==> src/rtl/mips_cpu_sequencer.sv <==
// Multicycle control sequencer for the bus-interfaced MIPS CPU.
// Owns the program counter and the shared memory bus. Each instruction is
// stepped through FETCH, EXEC and (for loads/stores) MEM. The block handles
// the one-instruction branch delay slot and halts when the next PC is zero.
// Decoder register-write and memory-request outputs are gated so that each
// acts exactly once per instruction.
module mips_cpu_sequencer #(
  parameter logic [31:0] RESET_VECTOR = 32'hBFC00000
) (
  input  logic        clk,
  input  logic        reset,
  input  logic        clk_enable,
  input  logic        waitrequest,
  input  logic        data_read,
  input  logic        data_write,
  input  logic [3:0]  byte_enable,
  input  logic        reg_write_enable,
  input  logic        branch_taken,
  input  logic [31:0] branch_target,
  input  logic [31:0] mem_addr,
  output logic [31:0] address,
  output logic        read,
  output logic        write,
  output logic [3:0]  byteenable,
  output logic        ir_load,
  output logic        regfile_we,
  output logic [31:0] pc,
  output logic        active
);

  typedef enum logic [1:0] {
    ST_FETCH = 2'd0,
    ST_EXEC  = 2'd1,
    ST_MEM   = 2'd2,
    ST_HALT  = 2'd3
  } state_t;

  state_t      state_r;
  state_t      state_nxt_s;
  logic [31:0] pc_r;
  logic [31:0] pc_nxt_s;
  logic        delay_pending_r;
  logic        delay_pending_nxt_s;
  logic [31:0] delay_target_r;
  logic [31:0] delay_target_nxt_s;
  logic        active_r;
  logic        active_nxt_s;
  logic        retire_s;
  logic [31:0] next_pc_s;

  // Sequential PC increment; wraps modulo 2^32 so 32'hFFFFFFFC steps to 0.
  function automatic logic [31:0] pc_plus4(input logic [31:0] cur);
    return cur + 32'd4;
  endfunction

  assign pc     = pc_r;
  assign active = active_r;

  // Bus outputs, strobes and the retire condition decoded from the current state.
  always_comb begin
    address    = pc_r;
    read       = 1'b0;
    write      = 1'b0;
    byteenable = 4'b0000;
    ir_load    = 1'b0;
    regfile_we = 1'b0;
    retire_s   = 1'b0;
    case (state_r)
      ST_FETCH: begin
        read       = 1'b1;
        byteenable = 4'b1111;
        if (clk_enable && !waitrequest) begin
          ir_load = 1'b1;
        end else begin
          ir_load = 1'b0;
        end
      end
      ST_EXEC: begin
        if (data_read || data_write) begin
          retire_s   = 1'b0;
          regfile_we = 1'b0;
        end else begin
          retire_s   = clk_enable;
          regfile_we = clk_enable & reg_write_enable;
        end
      end
      ST_MEM: begin
        address    = mem_addr;
        read       = data_read;
        write      = data_write;
        byteenable = byte_enable;
        if (!waitrequest) begin
          retire_s   = clk_enable;
          regfile_we = clk_enable & reg_write_enable;
        end else begin
          retire_s   = 1'b0;
          regfile_we = 1'b0;
        end
      end
      ST_HALT: begin
        address = pc_r;
      end
      default: begin
        address = pc_r;
      end
    endcase
  end

  // Delay-slot bookkeeping: the slot instruction retires to the saved target,
  // and a branch inside the slot is deliberately ignored.
  always_comb begin
    next_pc_s           = pc_plus4(pc_r);
    delay_pending_nxt_s = delay_pending_r;
    delay_target_nxt_s  = delay_target_r;
    if (retire_s) begin
      if (delay_pending_r) begin
        next_pc_s           = delay_target_r;
        delay_pending_nxt_s = 1'b0;
      end else if (branch_taken) begin
        delay_target_nxt_s  = branch_target;
        delay_pending_nxt_s = 1'b1;
      end else begin
        next_pc_s = pc_plus4(pc_r);
      end
    end else begin
      next_pc_s = pc_plus4(pc_r);
    end
  end

  // Next-state, PC and halt decision.
  always_comb begin
    state_nxt_s  = state_r;
    pc_nxt_s     = pc_r;
    active_nxt_s = active_r;
    case (state_r)
      ST_FETCH: begin
        if (!waitrequest) begin
          state_nxt_s = ST_EXEC;
        end else begin
          state_nxt_s = ST_FETCH;
        end
      end
      ST_EXEC, ST_MEM: begin
        if (state_r == ST_EXEC && (data_read || data_write)) begin
          state_nxt_s = ST_MEM;
        end else if (retire_s) begin
          if (next_pc_s == 32'h00000000) begin
            state_nxt_s  = ST_HALT;
            pc_nxt_s     = 32'h00000000;
            active_nxt_s = 1'b0;
          end else begin
            state_nxt_s = ST_FETCH;
            pc_nxt_s    = next_pc_s;
          end
        end else begin
          state_nxt_s = state_r;
        end
      end
      ST_HALT: begin
        state_nxt_s = ST_HALT;
      end
      default: begin
        state_nxt_s = ST_HALT;
      end
    endcase
  end

  // State registers: synchronous reset, frozen while clk_enable is low.
  always_ff @(posedge clk) begin
    if (reset) begin
      state_r         <= ST_FETCH;
      pc_r            <= RESET_VECTOR;
      delay_pending_r <= 1'b0;
      delay_target_r  <= 32'h00000000;
      active_r        <= 1'b1;
    end else if (clk_enable) begin
      state_r         <= state_nxt_s;
      pc_r            <= pc_nxt_s;
      delay_pending_r <= delay_pending_nxt_s;
      delay_target_r  <= delay_target_nxt_s;
      active_r        <= active_nxt_s;
    end
  end

endmodule

==> config.mk <==
export PLATFORM = sky130hd
export DESIGN_NAME = mips_cpu_sequencer
export DESIGN_NICKNAME = d
export VERILOG_FILES = /design/src/rtl/mips_cpu_sequencer.sv
export SDC_FILE = /design/constraint.sdc
export NUM_CORES = 1
export LEC_CHECK = 0
export CAP_MARGIN = 10
export CORE_MARGIN = 5
export CORE_UTILIZATION = 30
export CTS_CLUSTER_SIZE = 25
export DETAILED_ROUTE_END_ITERATION = 8
export GPL_TIMING_DRIVEN = 0
export SKIP_LAST_GASP = 1
export SLEW_MARGIN = 10
export SYNTH_ARGS = -nofsm -noshare
export SYNTH_HDL_FRONTEND = slang
export SYNTH_SLANG_ARGS = --single-unit
==> constraint.sdc <==
create_clock -name clk -period 4 [get_ports clk]
set_input_delay 0.8 -clock clk [delete_from_list [all_inputs] [get_ports clk]]
set_output_delay 0.8 -clock clk [all_outputs]
set_load 0.03 [all_outputs]
==> reports/metrics.cfg, run 1 <==
[global_route]
grt_overflow=0
grt_pass1_vias=4770
grt_max_degree=12
antenna_found_initial=0
grt_pass1_wl_um=25770
grtUsageTotal=0.1950

[critical_path]
cp-end-kind=register
cp.arrival_ps=3970
critical_path_class=in2reg
slowest_stage=clkbuf_1
path_cells=clkdlybuf4s50_1 -> or3b_1 -> a21oi_1 -> clkbuf_1 -> clkbuf_1 -> clkbuf_1 -> o21ai_0 -> a21oi_1 -> nor2_1
crit_required_ps=4200
cpPeakStageDelay_ps=510
cp_common_cell=clkbuf_1
start_kind=primary input
critPathMaxFanout=10

[place]
dp_hpwl_um=12680
io_buffers=148
pre_cts_ws_ps=-57.91
place_congestion=0.9156

[floorplanning]
die_y_um=129.0
rows=43
core_area_sq_um=13880
fp.dieW_um=129.0
die_area_sq_um=16630
num_io_pins=149
initial_utilization=0.3059

[clock_tree]
cts.htree.levels=3
clockBufferDepth=2
cts_setup_buffers=0
hold_buffers=0
clkSlewWorstSetupHoldPaths_ps=60
clockRootBuffer=clkbuf_16
cts.repair.resized=0
clock_sink_count=68
cts_tree=done
cts_made_buffers=9
clk_latency_ps=330

[logic_synthesis]
synth_top_cell_by_area=dfxtp_1
synth_nets=657
yosysMostFrequentCell=nand2_1
synth_edf_count=0
synthTopCellsByArea=dfxtp_1, nand2_1, a21oi_1
synth_ff_type=dfxtp_1
syn-instance-count=576
yosys_warnings=0
synth-seq-cells=68
synth_cell_types=61
ys_seq_area_frac=0.3206
async_flop_share=0
synth_top_area_frac=0.3206
synth_common_cells=nand2_1, dfxtp_1, a21oi_1, clkbuf_1, nor2_1
syn_area_sq_um=4247
avgSynthCellArea_sq_um=7.373

[min_path]
hold_path.class=reg2reg

[sta]
max_freq_mhz=265.3
slew_viol_final=0
post-route-period-util=0.9425
holdWs_ps=458.9
finalCriticalPeriod_ps=3770
slew_headroom=0.3360
finalSetupViolations=0
rsz0062_at_grt=no
setup_ws_ps=230.2
finalHoldViolCount=0
tightest_slew_ps=986.9
clock_skew_ps=5.397

[drt]
vias_per_cell=5.295
vias=4866
routed_wirelength_um=16480
drc_errors=0
wl_per_cell_um=17.93
firstDrtPassIters=5
drtIter0Drc=421
ant_nets=0

[status]
status=complete, no violations

[power]
p_leak_nw=2.205
ir_drop_v=0.0001769
p_per_area_nw_per_um2=271.9

[finish]
area.sequential_sq_um=1361
num_antenna_cells=0
final_nets=815
final_layout_size_suffix_gt1_frac=0.08254
area_growth_pct=47.64
fill_cells=1405
multi_input_area_sq_um=2638

[run]
drv_cap=0

layout by cell type, fill, tap and decap left out, types with 5 or more instances in the layout:
master / synthesis / routed
xnor2_1: 13 / 13
nand2_1: 125 / 125
clkbuf_16: 0 / 9
o211ai_1: 8 / 8
or4_1: 7 / 7
ha_1: 5 / 5
dfxtp_1: 68 / 68
a21o_1: 6 / 6
xor2_1: 5 / 5
nor2_1: 34 / 34
inv_1: 11 / 11
o21ai_0: 28 / 28
clkbuf_1: 40 / 41
nand4_1: 11 / 11
a31oi_1: 6 / 6
nand3_1: 14 / 14
a211oi_1: 5 / 5
nor4_1: 12 / 12
mux2_2: 26 / 26
buf_2: 6 / 6
o31ai_1: 6 / 6
a21oi_1: 62 / 62
nor3_1: 16 / 16
clkdlybuf4s50_1: 0 / 148
cell families (layout without fill, tap and decap cells):
family                   after synthesis  in the layout  synth area share
AO/OA/AOI/OAI                        147            147            0.2104
buffers and inverters                 61            224           0.05834
flip-flops                            68             68            0.3206
adder cells (fa/ha/maj)                5              5           0.01473
XOR/XNOR                              18             18           0.03712
AND/OR/NAND/NOR                      247            247            0.2805
multiplexers                          30             30           0.07837
worst max-delay path, delay by kind of cell:
kind | cells | cell delay, ps
compound gates | 3 | 750
buf+inv | 4 | 1940
simple gates | 2 | 470
cell type report:
cell class                 count  share of cell area
buffer                        49             0.03253
clock buffer                  12             0.03931
clock inverter                 4             0.01157
inverter                      11            0.006586
multi-input combinational    447              0.4207
sequential                    68              0.2171
tap                          180             0.03592
timing repair buffer         148              0.2363
registers in the layout (all words and copies together), names as in the netlist:
signal and cells:
active 1, delay_pending_r 1, delay_target_r 32, pc 32, state_r 2
per-stage QoR:
step / std cells / utilization / total power (W) / TNS [ps] / instance area (sq um)
3_3_place_gp: 904 / 0.4289 / 0.0008556 / -136.2 / 5953
2_1_floorplan: 576 / - / 0.0007526 / 0 / 4247
4_1_cts: 920 / 0.4519 / 0.001714 / 0 / 6272
3_5_place_dp: 904 / 0.4289 / 0.0008586 / -96.84 / 5953
5_1_grt: 919 / 0.4517 / 0.001761 / 0 / 6270
6_report: 919 / 0.4517 / 0.001705 / 0 / 6270
per-layer routing:
layer	GRT usage	part of all wire
met1	0.2616	0.43
met2	0.3229	0.47
met3	0.02823	0.079
met4	0.06238	0.019
met5	0	0
power breakdown:
part	total (W)	internal, W	switching, W
registers	0.000683	0.000680	0.00000323
clock network	0.000860	0.000562	0.000298
logic	0.000161	0.0000931	0.0000678
total	0.00170	0.00134	0.000369
final timing paths:
kind | startpoint | to | slack (ps) | depth (start not counted)
max | data_read | pc[4]$_SDFFE_PP0P_ | 230 | 9
min | delay_target_r[25]$_SDFFE_PP0P_ | delay_target_r[25]$_SDFFE_PP0P_ | 460 | 2
max reg2reg | state_r[0]$_SDFFE_PP0P_ | pc[4]$_SDFFE_PP0P_ | 410 | 10
min reg2reg | delay_target_r[25]$_SDFFE_PP0P_ | delay_target_r[25]$_SDFFE_PP0P_ | 460 | 2
(Power assumes the default switching activity.)
==> inputs of run 2 (changes only) <==
CORE_UTILIZATION = 35   (was 30)
==> run 2 against run 1 <==
Net effect:
- die area fell by 13%
- design area fell by 0.40%
- critical endpoint unchanged
- first-iteration DRC count fell by 21%
- count of clock-buffer cells in the layout fell by 2
- largest power group unchanged
- clock skew fell by 1.1 ps
- highest routed layer unchanged
- sequential power barely moved
- register-to-register slack got worse by 150 ps
==> reports/metrics.cfg, run 2 (synthesis gave the netlist of run 1 again) <==
[critical_path]
cpPeakStageDelay_ps=510
start_kind=primary input
critPathMaxFanout=10
crit_required_ps=4190
cp_common_cell=clkbuf_1
cp.arrival_ps=3980
path_cells=clkdlybuf4s50_1 -> or3b_1 -> a21oi_1 -> clkbuf_1 -> clkbuf_1 -> clkbuf_1 -> o21ai_0 -> a21oi_1 -> nor2_1
slowest_stage=clkbuf_1
critical_path_class=in2reg
cp-end-kind=register

[drt]
drc_errors=0
firstDrtPassIters=5
vias_per_cell=5.513
routed_wirelength_um=16420
drtIter0Drc=334
wl_per_cell_um=18.51
vias=4890
ant_nets=0

[sta]
finalSetupViolations=0
post-route-period-util=0.9458
finalHoldViolCount=0
clock_skew_ps=4.284
finalCriticalPeriod_ps=3783
tightest_slew_ps=960.0
slew_viol_final=0
holdWs_ps=475.9
slew_headroom=0.3541
max_freq_mhz=264.3
rsz0062_at_grt=no

[place]
io_buffers=148
place_congestion=0.9262
dp_hpwl_um=12670
placed_area_sq_um=5912
placed_cells=871

[power]
ir_drop_v=0.0001799
p_leak_nw=2.210
switching_share=0.2290
p_per_area_nw_per_um2=278.6
p_clk_frac=0.515
switching_power_w=0.0003984
share_seq_of_total_power=0.393
p_int_w=0.001342
combPwrFrac=0.092

[clock_tree]
cts_made_buffers=9
clk_latency_ps=330
cts.htree.levels=3
hold_buffers=0
cts_tree=done
clockRootBuffer=clkbuf_16
cts_setup_buffers=0
clock_sink_count=68
clockBufferDepth=2
cts.repair.resized=0
clkSlewWorstSetupHoldPaths_ps=60

[finish]
fin_area_sq_um=6245
multi_input_area_sq_um=2638
final_cell_mix=clkdlybuf4s50_1, nand2_1, dfxtp_1
final_common_cell=clkdlybuf4s50_1
layout.cells.non_filler=887
fill_cells=1203
final_layout_size_suffix_gt1_frac=0.08378
num_antenna_cells=0
area_growth_pct=47.05
area.sequential_sq_um=1361
final_nets=816

[floorplanning]
die_y_um=120.2
fp.dieW_um=120.2
num_io_pins=149
core_area_sq_um=11960
die_area_sq_um=14440
rows=40
initial_utilization=0.3550

[global_route]
grt_pass1_wl_um=26110
grt_max_degree=14
grtUsageTotal=0.2270
antenna_found_initial=0
grt_pass1_vias=4777
grt_overflow=0

[status]
status=complete, no violations

[min_path]
hold_path.class=reg2reg

[run]
drv_cap=0

==> run 2: changes by cell type in the layout (fill, tap and decap cells not counted) <==
cell / delta
inv_6: +2
clkbuf_1: -1
clkinv_2: -1
clkinv_4: +1
clkbuf_2: -1
buf_1: +1
==> run 2: worst max-delay path: cells and delay by family <==
family,cells,cell delay (ps)
buffers and inverters,4,1940
and+or+nand+nor,2,500
AOI/OAI and AO/OA,3,740
==> run 2: per-stage QoR <==
stage	setup slack [ps]	TNS (ps)	total power [W]	util
final	216.8	0	0.001740	0.5221
after CTS	182.8	0	0.001749	0.5221
after global placement	-99.86	-237.1	0.0008548	0.4942
after detailed placement	-86.51	-195.4	0.0008577	0.4942
after global routing	58.71	0	0.001795	0.5221
after floorplan	1001	0	0.0007526	-
==> run 2: area by class of cell <==
cell class                 count  share of cell area
timing repair buffer         148              0.2372
clock inverter                 6             0.01503
buffer                        50             0.03306
inverter                      11            0.006612
clock buffer                  10             0.03827
tap                          147             0.02945
multi-input combinational    447              0.4224
sequential                    68              0.2180
==> run 2: metal layers <==
| layer | global-route usage | vias up | routed length, um |
|---|---|---|---|
| li1 | - | 2373 | - |
| met1 | 0.3129 | 2282 | 7351 |
| met2 | 0.3664 | 216 | 7538 |
| met3 | 0.04006 | 19 | 1290 |
| met4 | 0.05870 | 0 | 234 |
| met5 | 0 | - | 0 |
==> run 2: path summary, 6_finish.rpt <==
path / start / end / cells after the start / slack, ps
hold reg to reg: delay_target_r[8]$_SDFFE_PP0P_ / delay_target_r[8]$_SDFFE_PP0P_ / 2 / 480
hold / removal: delay_target_r[8]$_SDFFE_PP0P_ / delay_target_r[8]$_SDFFE_PP0P_ / 2 / 480
setup / recovery: data_write / pc[4]$_SDFFE_PP0P_ / 9 / 220
setup reg to reg: state_r[1]$_SDFFE_PP0P_ / pc[4]$_SDFFE_PP0P_ / 10 / 260
==> run 2: power by group through the flow <==
| stage | combinational [W] | sequential, W | clock [W] |
|---|---|---|---|
| 2_1_floorplan | 0.0000540 | 0.000699 | 0 |
| 3_3_place_gp | 0.000157 | 0.000698 | 0 |
| 3_5_place_dp | 0.000160 | 0.000698 | 0 |
| 4_1_cts | 0.000160 | 0.000683 | 0.000906 |
| 5_1_grt | 0.000171 | 0.000683 | 0.000941 |
| 6_report | 0.000160 | 0.000683 | 0.000897 |
==> inputs of run 3 (changes only) <==
clock period = 4.25 ns   (was 4 ns; I/O delays follow)
==> results of run 3 <==
The final DEF is identical to that of run 2. Status: complete, no violations.
Among the figures that moved: setup slack after placement -86.51 ps -> 113.5 ps; setup slack after layout 216.8 ps -> 416.8 ps; register-to-register setup slack 260 ps -> 510 ps; total power 0.001740 W -> 0.001638 W; worst IR drop on VDD 0.0001799 V -> 0.0001693 V
